`config.mk`:
```
export PLATFORM = sky130hd
export DESIGN_NAME = wb_port_arbiter
export DESIGN_NICKNAME = d
export VERILOG_FILES = /design/src/rtl/wb_port_arbiter.sv
export SDC_FILE = /design/constraint.sdc
export NUM_CORES = 1
export LEC_CHECK = 0
export ABC_AREA = 1
export BUFFER_PORTS_ARGS = -buffer_cell sky130_fd_sc_hd__buf_2
export CAP_MARGIN = 15
export CORE_MARGIN = 1.5
export CORE_UTILIZATION = 40
export DETAILED_ROUTE_END_ITERATION = 8
export PLACE_DENSITY = 0.69
export SLEW_MARGIN = 20
export SYNTH_ARGS = -nofsm -noshare
export SYNTH_HDL_FRONTEND = slang
export SYNTH_HIERARCHICAL = 1
export SYNTH_SLANG_ARGS = --single-unit
```
`constraint.sdc`:
```
create_clock -name i_clock -period 3.3 [get_ports i_clock]
set_input_delay 0.66 -clock i_clock [delete_from_list [all_inputs] [get_ports i_clock]]
set_output_delay 0.66 -clock i_clock [all_outputs]
set_load 0.02 [all_outputs]
```
`src/rtl/wb_port_arbiter.sv`:
```
// Shares the register-file write port between the EXU and the LSU.
// Each source is buffered in a small FIFO; the LSU wins ties unless the EXU has starved.

module wb_src_fifo #(
    parameter int DEPTH = 2
) (
    input  logic        i_clock,
    input  logic        i_reset,
    input  logic        i_push,
    input  logic        i_pop,
    input  logic [4:0]  i_rd,
    input  logic [31:0] i_data,
    output logic        o_full,
    output logic        o_empty,
    output logic [4:0]  o_rd,
    output logic [31:0] o_data
);
    localparam int AW = $clog2(DEPTH);
    localparam int PW = AW + 1;
    localparam logic [PW-1:0] MSB_ONLY = {1'b1, {AW{1'b0}}};

    logic [PW-1:0] r_wr_ptr;
    logic [PW-1:0] r_rd_ptr;
    logic [4:0]    r_mem_rd   [DEPTH];
    logic [31:0]   r_mem_data [DEPTH];

    // Extra pointer bit separates full from empty when the indices match.
    assign o_full  = ((r_wr_ptr ^ r_rd_ptr) == MSB_ONLY);
    assign o_empty = (r_wr_ptr == r_rd_ptr);
    assign o_rd    = r_mem_rd[r_rd_ptr[AW-1:0]];
    assign o_data  = r_mem_data[r_rd_ptr[AW-1:0]];

    always_ff @(posedge i_clock) begin
        if (i_reset) begin
            r_wr_ptr <= '0;
            r_rd_ptr <= '0;
        end else begin
            if (i_push) r_wr_ptr <= r_wr_ptr + 1'b1;
            if (i_pop)  r_rd_ptr <= r_rd_ptr + 1'b1;
        end
    end

    always_ff @(posedge i_clock) begin
        if (i_push) begin
            r_mem_rd[r_wr_ptr[AW-1:0]]   <= i_rd;
            r_mem_data[r_wr_ptr[AW-1:0]] <= i_data;
        end
    end
endmodule

module wb_port_arbiter #(
    parameter int DEPTH        = 2,
    parameter int STARVE_LIMIT = 4
) (
    input  logic        i_clock,
    input  logic        i_reset,
    input  logic        i_exu_valid,
    output logic        o_exu_ready,
    input  logic [4:0]  i_exu_rd,
    input  logic        i_exu_rd_en,
    input  logic [31:0] i_exu_data,
    input  logic        i_lsu_valid,
    output logic        o_lsu_ready,
    input  logic [4:0]  i_lsu_rd,
    input  logic        i_lsu_rd_en,
    input  logic [31:0] i_lsu_data,
    output logic [4:0]  o_rd_wb,
    output logic        o_rd_wb_en,
    output logic [31:0] o_rd_wb_data,
    output logic        o_wb_pending
);
    localparam int NSRC = 2;
    localparam int EXU  = 0;
    localparam int LSU  = 1;
    localparam logic [3:0] LIMIT = 4'(STARVE_LIMIT);

    logic [NSRC-1:0]        w_valid;
    logic [NSRC-1:0]        w_rd_en;
    logic [NSRC-1:0][4:0]   w_in_rd;
    logic [NSRC-1:0][31:0]  w_in_data;
    logic [NSRC-1:0]        w_ready;
    logic [NSRC-1:0]        w_push;
    logic [NSRC-1:0]        w_gnt;
    logic [NSRC-1:0]        w_full;
    logic [NSRC-1:0]        w_empty;
    logic [NSRC-1:0][4:0]   w_head_rd;
    logic [NSRC-1:0][31:0]  w_head_data;

    logic [3:0]  r_starve_cnt;
    logic [4:0]  r_rd_wb;
    logic        r_rd_wb_en;
    logic [31:0] r_rd_wb_data;

    assign w_valid   = {i_lsu_valid, i_exu_valid};
    assign w_rd_en   = {i_lsu_rd_en, i_exu_rd_en};
    assign w_in_rd   = {i_lsu_rd, i_exu_rd};
    assign w_in_data = {i_lsu_data, i_exu_data};

    for (genvar s = 0; s < NSRC; s++) begin : g_src
        // Writes to x0 or with rd_en low are acknowledged but never stored.
        assign w_ready[s] = !w_full[s] && !i_reset;
        assign w_push[s]  = w_valid[s] && w_ready[s] && w_rd_en[s] && (w_in_rd[s] != 5'd0);

        wb_src_fifo #(.DEPTH(DEPTH)) u_fifo (
            .i_clock (i_clock),
            .i_reset (i_reset),
            .i_push  (w_push[s]),
            .i_pop   (w_gnt[s]),
            .i_rd    (w_in_rd[s]),
            .i_data  (w_in_data[s]),
            .o_full  (w_full[s]),
            .o_empty (w_empty[s]),
            .o_rd    (w_head_rd[s]),
            .o_data  (w_head_data[s])
        );
    end

    assign o_exu_ready = w_ready[EXU];
    assign o_lsu_ready = w_ready[LSU];

    always_comb begin
        w_gnt = '0;
        if (!w_empty[LSU] && !(!w_empty[EXU] && r_starve_cnt == LIMIT))
            w_gnt[LSU] = 1'b1;
        else if (!w_empty[EXU])
            w_gnt[EXU] = 1'b1;
    end

    always_ff @(posedge i_clock) begin
        if (i_reset || w_empty[EXU] || w_gnt[EXU])
            r_starve_cnt <= '0;
        else if (r_starve_cnt != LIMIT)
            r_starve_cnt <= r_starve_cnt + 1'b1;
    end

    // rd/data hold their last value between strobes.
    always_ff @(posedge i_clock) begin
        if (i_reset) begin
            r_rd_wb      <= '0;
            r_rd_wb_en   <= 1'b0;
            r_rd_wb_data <= '0;
        end else begin
            r_rd_wb_en <= |w_gnt;
            if (w_gnt[LSU]) begin
                r_rd_wb      <= w_head_rd[LSU];
                r_rd_wb_data <= w_head_data[LSU];
            end else if (w_gnt[EXU]) begin
                r_rd_wb      <= w_head_rd[EXU];
                r_rd_wb_data <= w_head_data[EXU];
            end
        end
    end

    assign o_rd_wb      = r_rd_wb;
    assign o_rd_wb_en   = r_rd_wb_en;
    assign o_rd_wb_data = r_rd_wb_data;
    assign o_wb_pending = !w_empty[EXU] || !w_empty[LSU] || r_rd_wb_en;
endmodule
```
**Yosys cells after proc, flatten, opt, wreduce, memory -nomap -nowiden**

Memories as Yosys holds them, arrays and structs flattened. A register that Yosys moved wholly into a read port is not among the register bits.
Cells that the tools add are included.

- Register bits: 50
- RAM bits: 148
- Memories: 4

- Add/sub/neg operators: 5
- Eq/ne operators: 6
- Multiplexer cells: 19
- Bitwise operators: 2
- Reduce and logical (&&, ||, !) cells: 24

Memory list:

| memory | words | width | rd ports | clocked after Yosys merged registers in | write ports | RTL line | source |
|---|---|---|---|---|---|---|---|
| g_src[0].u_fifo.r_mem_data | 2 | 32 | 1 | 1 | 1 | 25 | `logic [31:0] r_mem_data [DEPTH];` |
| g_src[1].u_fifo.r_mem_data | 2 | 32 | 1 | 1 | 1 | 25 |  |
| g_src[0].u_fifo.r_mem_rd | 2 | 5 | 1 | 1 | 1 | 24 | `logic [4:0] r_mem_rd [DEPTH];` |
| g_src[1].u_fifo.r_mem_rd | 2 | 5 | 1 | 1 | 1 | 24 |  |

Operators by type and width:

| operator | count |
|---|---|
| $mux 32 | 2 |
| $mux 1 | 15 |
| $logic_and 1x1->1 | 10 |
| $mux 5 | 2 |
| $reduce_bool 5->1 | 2 |
| $add 2x1->2 const B | 4 |
| $logic_not 1->1 | 6 |
| $add 4x1->4 const B | 1 |
| $eq 2x2->1 | 2 |
| $eq 2x2->1 const B | 2 |
| $eq 4x3->1 const B | 1 |
| $logic_or 1x1->1 | 4 |
| $ne 4x3->1 const B | 1 |
| $xor 2x2->2 | 2 |
| $reduce_bool 2->1 | 1 |
| $reduce_or 2->1 | 1 |

**Depth between registers and ports, before layout**

- Depth in word-level cells: 9
- Gate-level depth with buffers: 12
- Mapped depth without buffers: 10

**Modules after synthesis**

Netlist, hierarchy kept.

Modules (own cells, without submodules):

| module | times used | cells each | area an instance (sq um) |
|---|---|---|---|
| wb_src_fifo | 2 | 233 | 3080.5 |
| wb_port_arbiter | 1 | 363 | 2198.4 |

**Least setup slack after synthesis**

No wires, ideal clock.

- Path type: input to register
- From: in i_reset
- To: mem g_src[0].u_fifo.r_mem_data[0][0] (enable)
- Setup time: 432 ps
- Data arrival time: 2863 ps
- Data required time: 2868 ps
- Slack: 6 ps
- Stages on the path: 5
- Cells stage by stage: nor2_1 -> nand4_1 -> inv_1 -> inv_1 -> nor2_1

- Longest elaborated chain between the ends: 7

RTL lines:

| item | RTL line | source |
|---|---|---|
| start: declaration | 56 | `input logic i_reset,` |
| $logic_not 1->1 | 101 | `assign w_ready[s] = !w_full[s] && !i_reset;` |
| $logic_and 1x1->1 | 101 |  |
| $logic_and 1x1->1 (3 in a row) | 102 | `assign w_push[s] = w_valid[s] && w_ready[s] && w_rd_en[s] && (w_in_rd[s] != 5'd0);` |
| named net w_push[0] | 82 | `logic [NSRC-1:0] w_push;` |
| $mux 1 | 44 | `if (i_push) begin` |
| $mux 1 (not written as such) | 46 | `r_mem_data[r_wr_ptr[AW-1:0]] <= i_data;` |
| end: declaration | 25 |  |

The timed path passes the listed nets, and every way through them passes these cells.

**Worst setup path in the final report**

- From: reg g_src[1].u_fifo.r_wr_ptr[0]
- To: out o_wb_pending

- Longest elaborated chain between the ends: 4

RTL lines:

| item | RTL line | source |
|---|---|---|
| start: declaration | 22 | `logic [PW-1:0] r_wr_ptr;` |
| start signal: assignment | 38 | `if (i_push) r_wr_ptr <= r_wr_ptr + 1'b1;` |
| $eq 2x2->1 | 29 | `assign o_empty = (r_wr_ptr == r_rd_ptr);` |
| named net w_empty[1] | 85 | `logic [NSRC-1:0] w_empty;` |
| $logic_not 1->1 | 157 | `assign o_wb_pending = !w_empty[EXU] \|\| !w_empty[LSU] \|\| r_rd_wb_en;` |
| $logic_or 1x1->1 (2 in a row) | 157 |  |
| end: declaration | 70 | `output logic o_wb_pending` |

The timed path passes the listed nets, and every way through them passes these cells.

==> summary.txt <==
Timing
  • Ratio of final minimum period to clock period: 0.7934
  • Achievable clock frequency: 0.3820 GHz
  • PnR worst setup slack: 0.6819 ns
  • Setup repair after global routing missed its margin: false
  • Number of hold violations in the final report: 0
  • Remaining max-slew budget at the tightest pin: 0.4707
  • Number of pins exceeding their max-slew limit in the final report: 0
  • Setup total negative slack: 0 ns
  • Setup skew after layout: 0.006929 ns
  • Actual slew at the worst max-slew pin: 0.7918 ns
  • Final setup vio count: 0
  • Min Clock Period, post-route: 2.618 ns
  • Hold WS: 0.4194 ns

Layout
  • Sequential cell area in the final layout: 5488 µm²
  • Final core occ: 0.4791
  • Count of nets after finishing: 1026
  • Fraction of layout cells with a size suffix above 1: 0.2247
  • Area growth from synthesis to final layout: 16.72%
  • Fill count: 1900
  • Area occupied by multi-input gates: 2137 µm²
  • Commonest non-fill, non-tap cell in the layout: sky130_fd_sc_hd__nand2_1
  • Leading cell types in the layout, fill and taps excluded: sky130_fd_sc_hd__nand2_1, sky130_fd_sc_hd__edfxtp_1, sky130_fd_sc_hd__inv_1

Floorplan
  • Cell Rows: 52
  • Die Y-Extent: 147.6 µm
  • Core area: 20360 µm²
  • Top-level I/O count: 121
  • Die outline area: 21770 µm²
  • Initial cell density of the core: 0.4105
  • Die W: 147.6 µm

Synth
  • Mean post-synth cell area: 10.08 µm²
  • Fraction of the mapped netlist area in simple logic gates: 0.1781
  • Cells after synthesis: 829
  • Total of flip-flops plus latches after synthesis: 200
  • Number of distinct library cells after synthesis: 24
  • Net count after synthesis: 911
  • Sequential cell area fraction in the yosys report: 0.6562
  • Share of the synthesized netlist area taken by xor and xnor gates: 0.001048
  • Cell types with the largest area share after synthesis: sky130_fd_sc_hd__edfxtp_1, sky130_fd_sc_hd__dfxtp_1, sky130_fd_sc_hd__nand2_1
  • Warning count from the yosys run: 6
  • Fraction of the mapped netlist area in compound gates: 0.07080
  • Adder-cell area share of the yosys netlist: 0.002994
  • Main combinational cell family by area after synthesis: simple AND/OR/NAND/NOR gates
  • Fraction of synthesized area in multiplexers: 0
  • Most area-hungry cell type in the Yosys netlist: sky130_fd_sc_hd__edfxtp_1
  • Share of the synthesized area in the top cell type: 0.5317
  • Cell Area, Synth: 8359 µm²

Clock tree
  • Cell chosen for the clock root: sky130_fd_sc_hd__clkbuf_16
  • Maximum clock insertion buffer count: 2
  • Depth of the CTS H-tree: 4
  • CTS Hold Buffers Added: 0
  • Clock sink count: 200
  • Clock transition at the registers of the reported paths: 0.07 ns
  • CTS tree: built
  • Post-CTS setup repair buffer count: 0
  • CTS Buf Count: 17
  • Resize count post-CTS: 0
  • Insertion delay of the later-clocked pin in the worst-skew pair: 0.42 ns

Setup path
  • Class of the most critical setup path: flip-flop to output pin
  • Worst reg2reg path depth: 9
  • Reg-to-Reg Start: r_starve_cnt[0]
  • Worst r2r dst: o_rd_wb[4]
  • Kind of start point of the critical path: flip-flop
  • Maximum fanout count along the critical path: 6
  • Data arrival time of the worst path: 1.96 ns
  • Kind of end point of the critical path: output pin
  • Flop-to-flop setup slack: 1.18 ns
  • CP Data Required Time: 2.64 ns

Power
  • Pwr Total: 7.648 mW
  • Maximum resistive drop on vdd: 1.095 mV
  • Net switching power of the design: 2.688 mW
  • Sequential share of power: 0.423
  • Leak pwr: 4.225 nW
  • Power share of the clock group: 0.272
  • Combinational share of power: 0.305
  • Sw Ratio: 0.3514
  • Pwr Density: 783.9 nW/µm²
  • Power Internal: 4.961 mW

GRT
  • Number of global-route vias before repair: 5473
  • Overall Global Routing Usage: 0.1598
  • Maximum number of pins on one net before global-route repair: 55
  • First-pass GRT wire length: 26330 µm
  • Remaining global-route overflow: 0
  • Number of antenna violations at the first check in global routing: 2

Hold path
  • Worst hold endpoint: g_src[0].u_fifo/r_mem_data[0][6]
  • Kind of path behind the tightest hold check: primary input to flip-flop
  • Hold path start: i_exu_data[6]
  • Number of instances on the worst hold path: 1

Placement
  • HPWL Detailed: 11650 µm
  • Buffers on Ports: 120
  • Pre-CTS WS: 1.102 ns
  • Final estimated routing congestion in global placement: 0.7943

Detailed routing
  • 1st-iter DRT viols: 289
  • WL per Instance: 13.59 µm
  • Vias per cell: 4.611
  • Number of routed nets with antenna violations: 0
  • Total Routed Length: 16680 µm
  • Total vias in the final route: 5662
  • Iteration count of the initial detailed-routing pass: 4
  • # DRC: 0

Job
  • Number of max-cap violations: 0

Run status
  • Run status: complete, no violations
[flip-flops by register name (all words and copies together) (netlist names), named ones only]
| signal | cells |
|---|---|
| g_src.u_fifo/r_mem_data | 128 |
| o_rd_wb_data | 32 |
| o_rd_wb_en | 1 |
| g_src.u_fifo/r_rd_ptr | 4 |
| r_starve_cnt | 4 |
| g_src.u_fifo/r_mem_rd | 20 |
| g_src.u_fifo/r_wr_ptr | 4 |
| o_rd_wb | 5 |
[power by group through the flow]
| stage | sequential, mW | combinational (mW) | clock, mW |
|---|---|---|---|
| 5_1_grt | 3.28 | 2.64 | 2.21 |
| 3_3_place_gp | 3.28 | 2.34 | 0 |
| 4_1_cts | 3.23 | 2.38 | 2.12 |
| 6_report | 3.23 | 2.34 | 2.08 |
| 3_5_place_dp | 3.28 | 2.37 | 0 |
| 2_1_floorplan | 3.43 | 1.65 | 0 |
[Yosys cell counts]
master / n
sky130_fd_sc_hd__nor3_1: 2
sky130_fd_sc_hd__ha_1: 2
sky130_fd_sc_hd__inv_2: 1
sky130_fd_sc_hd__buf_6: 16
sky130_fd_sc_hd__or2_2: 1
sky130_fd_sc_hd__nand2_1: 187
sky130_fd_sc_hd__nor2_1: 126
sky130_fd_sc_hd__o21ai_0: 29
sky130_fd_sc_hd__buf_1: 3
sky130_fd_sc_hd__o21ai_1: 6
sky130_fd_sc_hd__o21ai_2: 40
sky130_fd_sc_hd__inv_1: 133
sky130_fd_sc_hd__dfxtp_1: 52
sky130_fd_sc_hd__nand3_1: 41
sky130_fd_sc_hd__nand4_1: 3
sky130_fd_sc_hd__nand2_2: 2
sky130_fd_sc_hd__nor2_2: 8
sky130_fd_sc_hd__buf_2: 7
sky130_fd_sc_hd__o21bai_2: 1
sky130_fd_sc_hd__xnor2_1: 1
sky130_fd_sc_hd__clkbuf_1: 8
sky130_fd_sc_hd__nor2_4: 1
sky130_fd_sc_hd__a21oi_1: 11
sky130_fd_sc_hd__edfxtp_1: 148
[stage by stage]
step                instances  cell area, µm²
floorplan                 829            8359
global placement         1195            9166
detailed placement       1195            9166
CTS                      1227            9754
global route             1228            9757
finish                   1228            9757
[kinds of logic after synthesis]
kind of cell,after synthesis
adders and majority gates,2
DFF,200
buffers and inverters,168
and+or+nand+nor,371
xor gates and xnor gates,1
AOI/OAI and AO/OA,87
[how the worst max path moves through the flow]
stage / start / end / slack (ns) / cells past startpoint
2_1_floorplan: i_reset / g_src[0].u_fifo/r_mem_data[0][0] / 0.006 / 5
3_3_place_gp: g_src[1].u_fifo/r_wr_ptr[0] / o_wb_pending / 1.13 / 7
3_5_place_dp: i_reset / g_src[0].u_fifo/r_mem_data[0][21] / 1.10 / 7
4_1_cts: g_src[1].u_fifo/r_wr_ptr[0] / o_wb_pending / 0.66 / 7
5_1_grt: g_src[1].u_fifo/r_wr_ptr[0] / o_wb_pending / 0.48 / 7
6_report: g_src[1].u_fifo/r_wr_ptr[0] / o_wb_pending / 0.68 / 7
[worst max-delay path, cell delays in order, from the launching register on]
cell	delay, ns
sky130_fd_sc_hd__dfxtp_1	0.45
sky130_fd_sc_hd__inv_1	0.09
sky130_fd_sc_hd__nand2_1	0.07
sky130_fd_sc_hd__nand2_1	0.06
sky130_fd_sc_hd__nor2_1	0.31
sky130_fd_sc_hd__nand2_1	0.13
sky130_fd_sc_hd__or2_2	0.28
sky130_fd_sc_hd__buf_2	0.16
[cell type report]
cell class,count,area share
Timing Repair Buffer,130,0.07181
Inverter,134,0.05155
Sequential cell,200,0.5625
Multi-Input combinational cell,461,0.2190
Clock inverter,11,0.01513
Clock buffer,21,0.04514
Tap cell,270,0.03462
Antenna cell,1,0.0002565
[layer usage]
layer,global-route usage,share of wire,vias up
met3,0.04321,0.057,20
met4,0.06000,0.018,2
li1,-,-,2878
met2,0.2785,0.51,117
met5,0,0.00078,-
met1,0.1881,0.42,2645
Note: power is estimated with default switching activity, not from simulation.
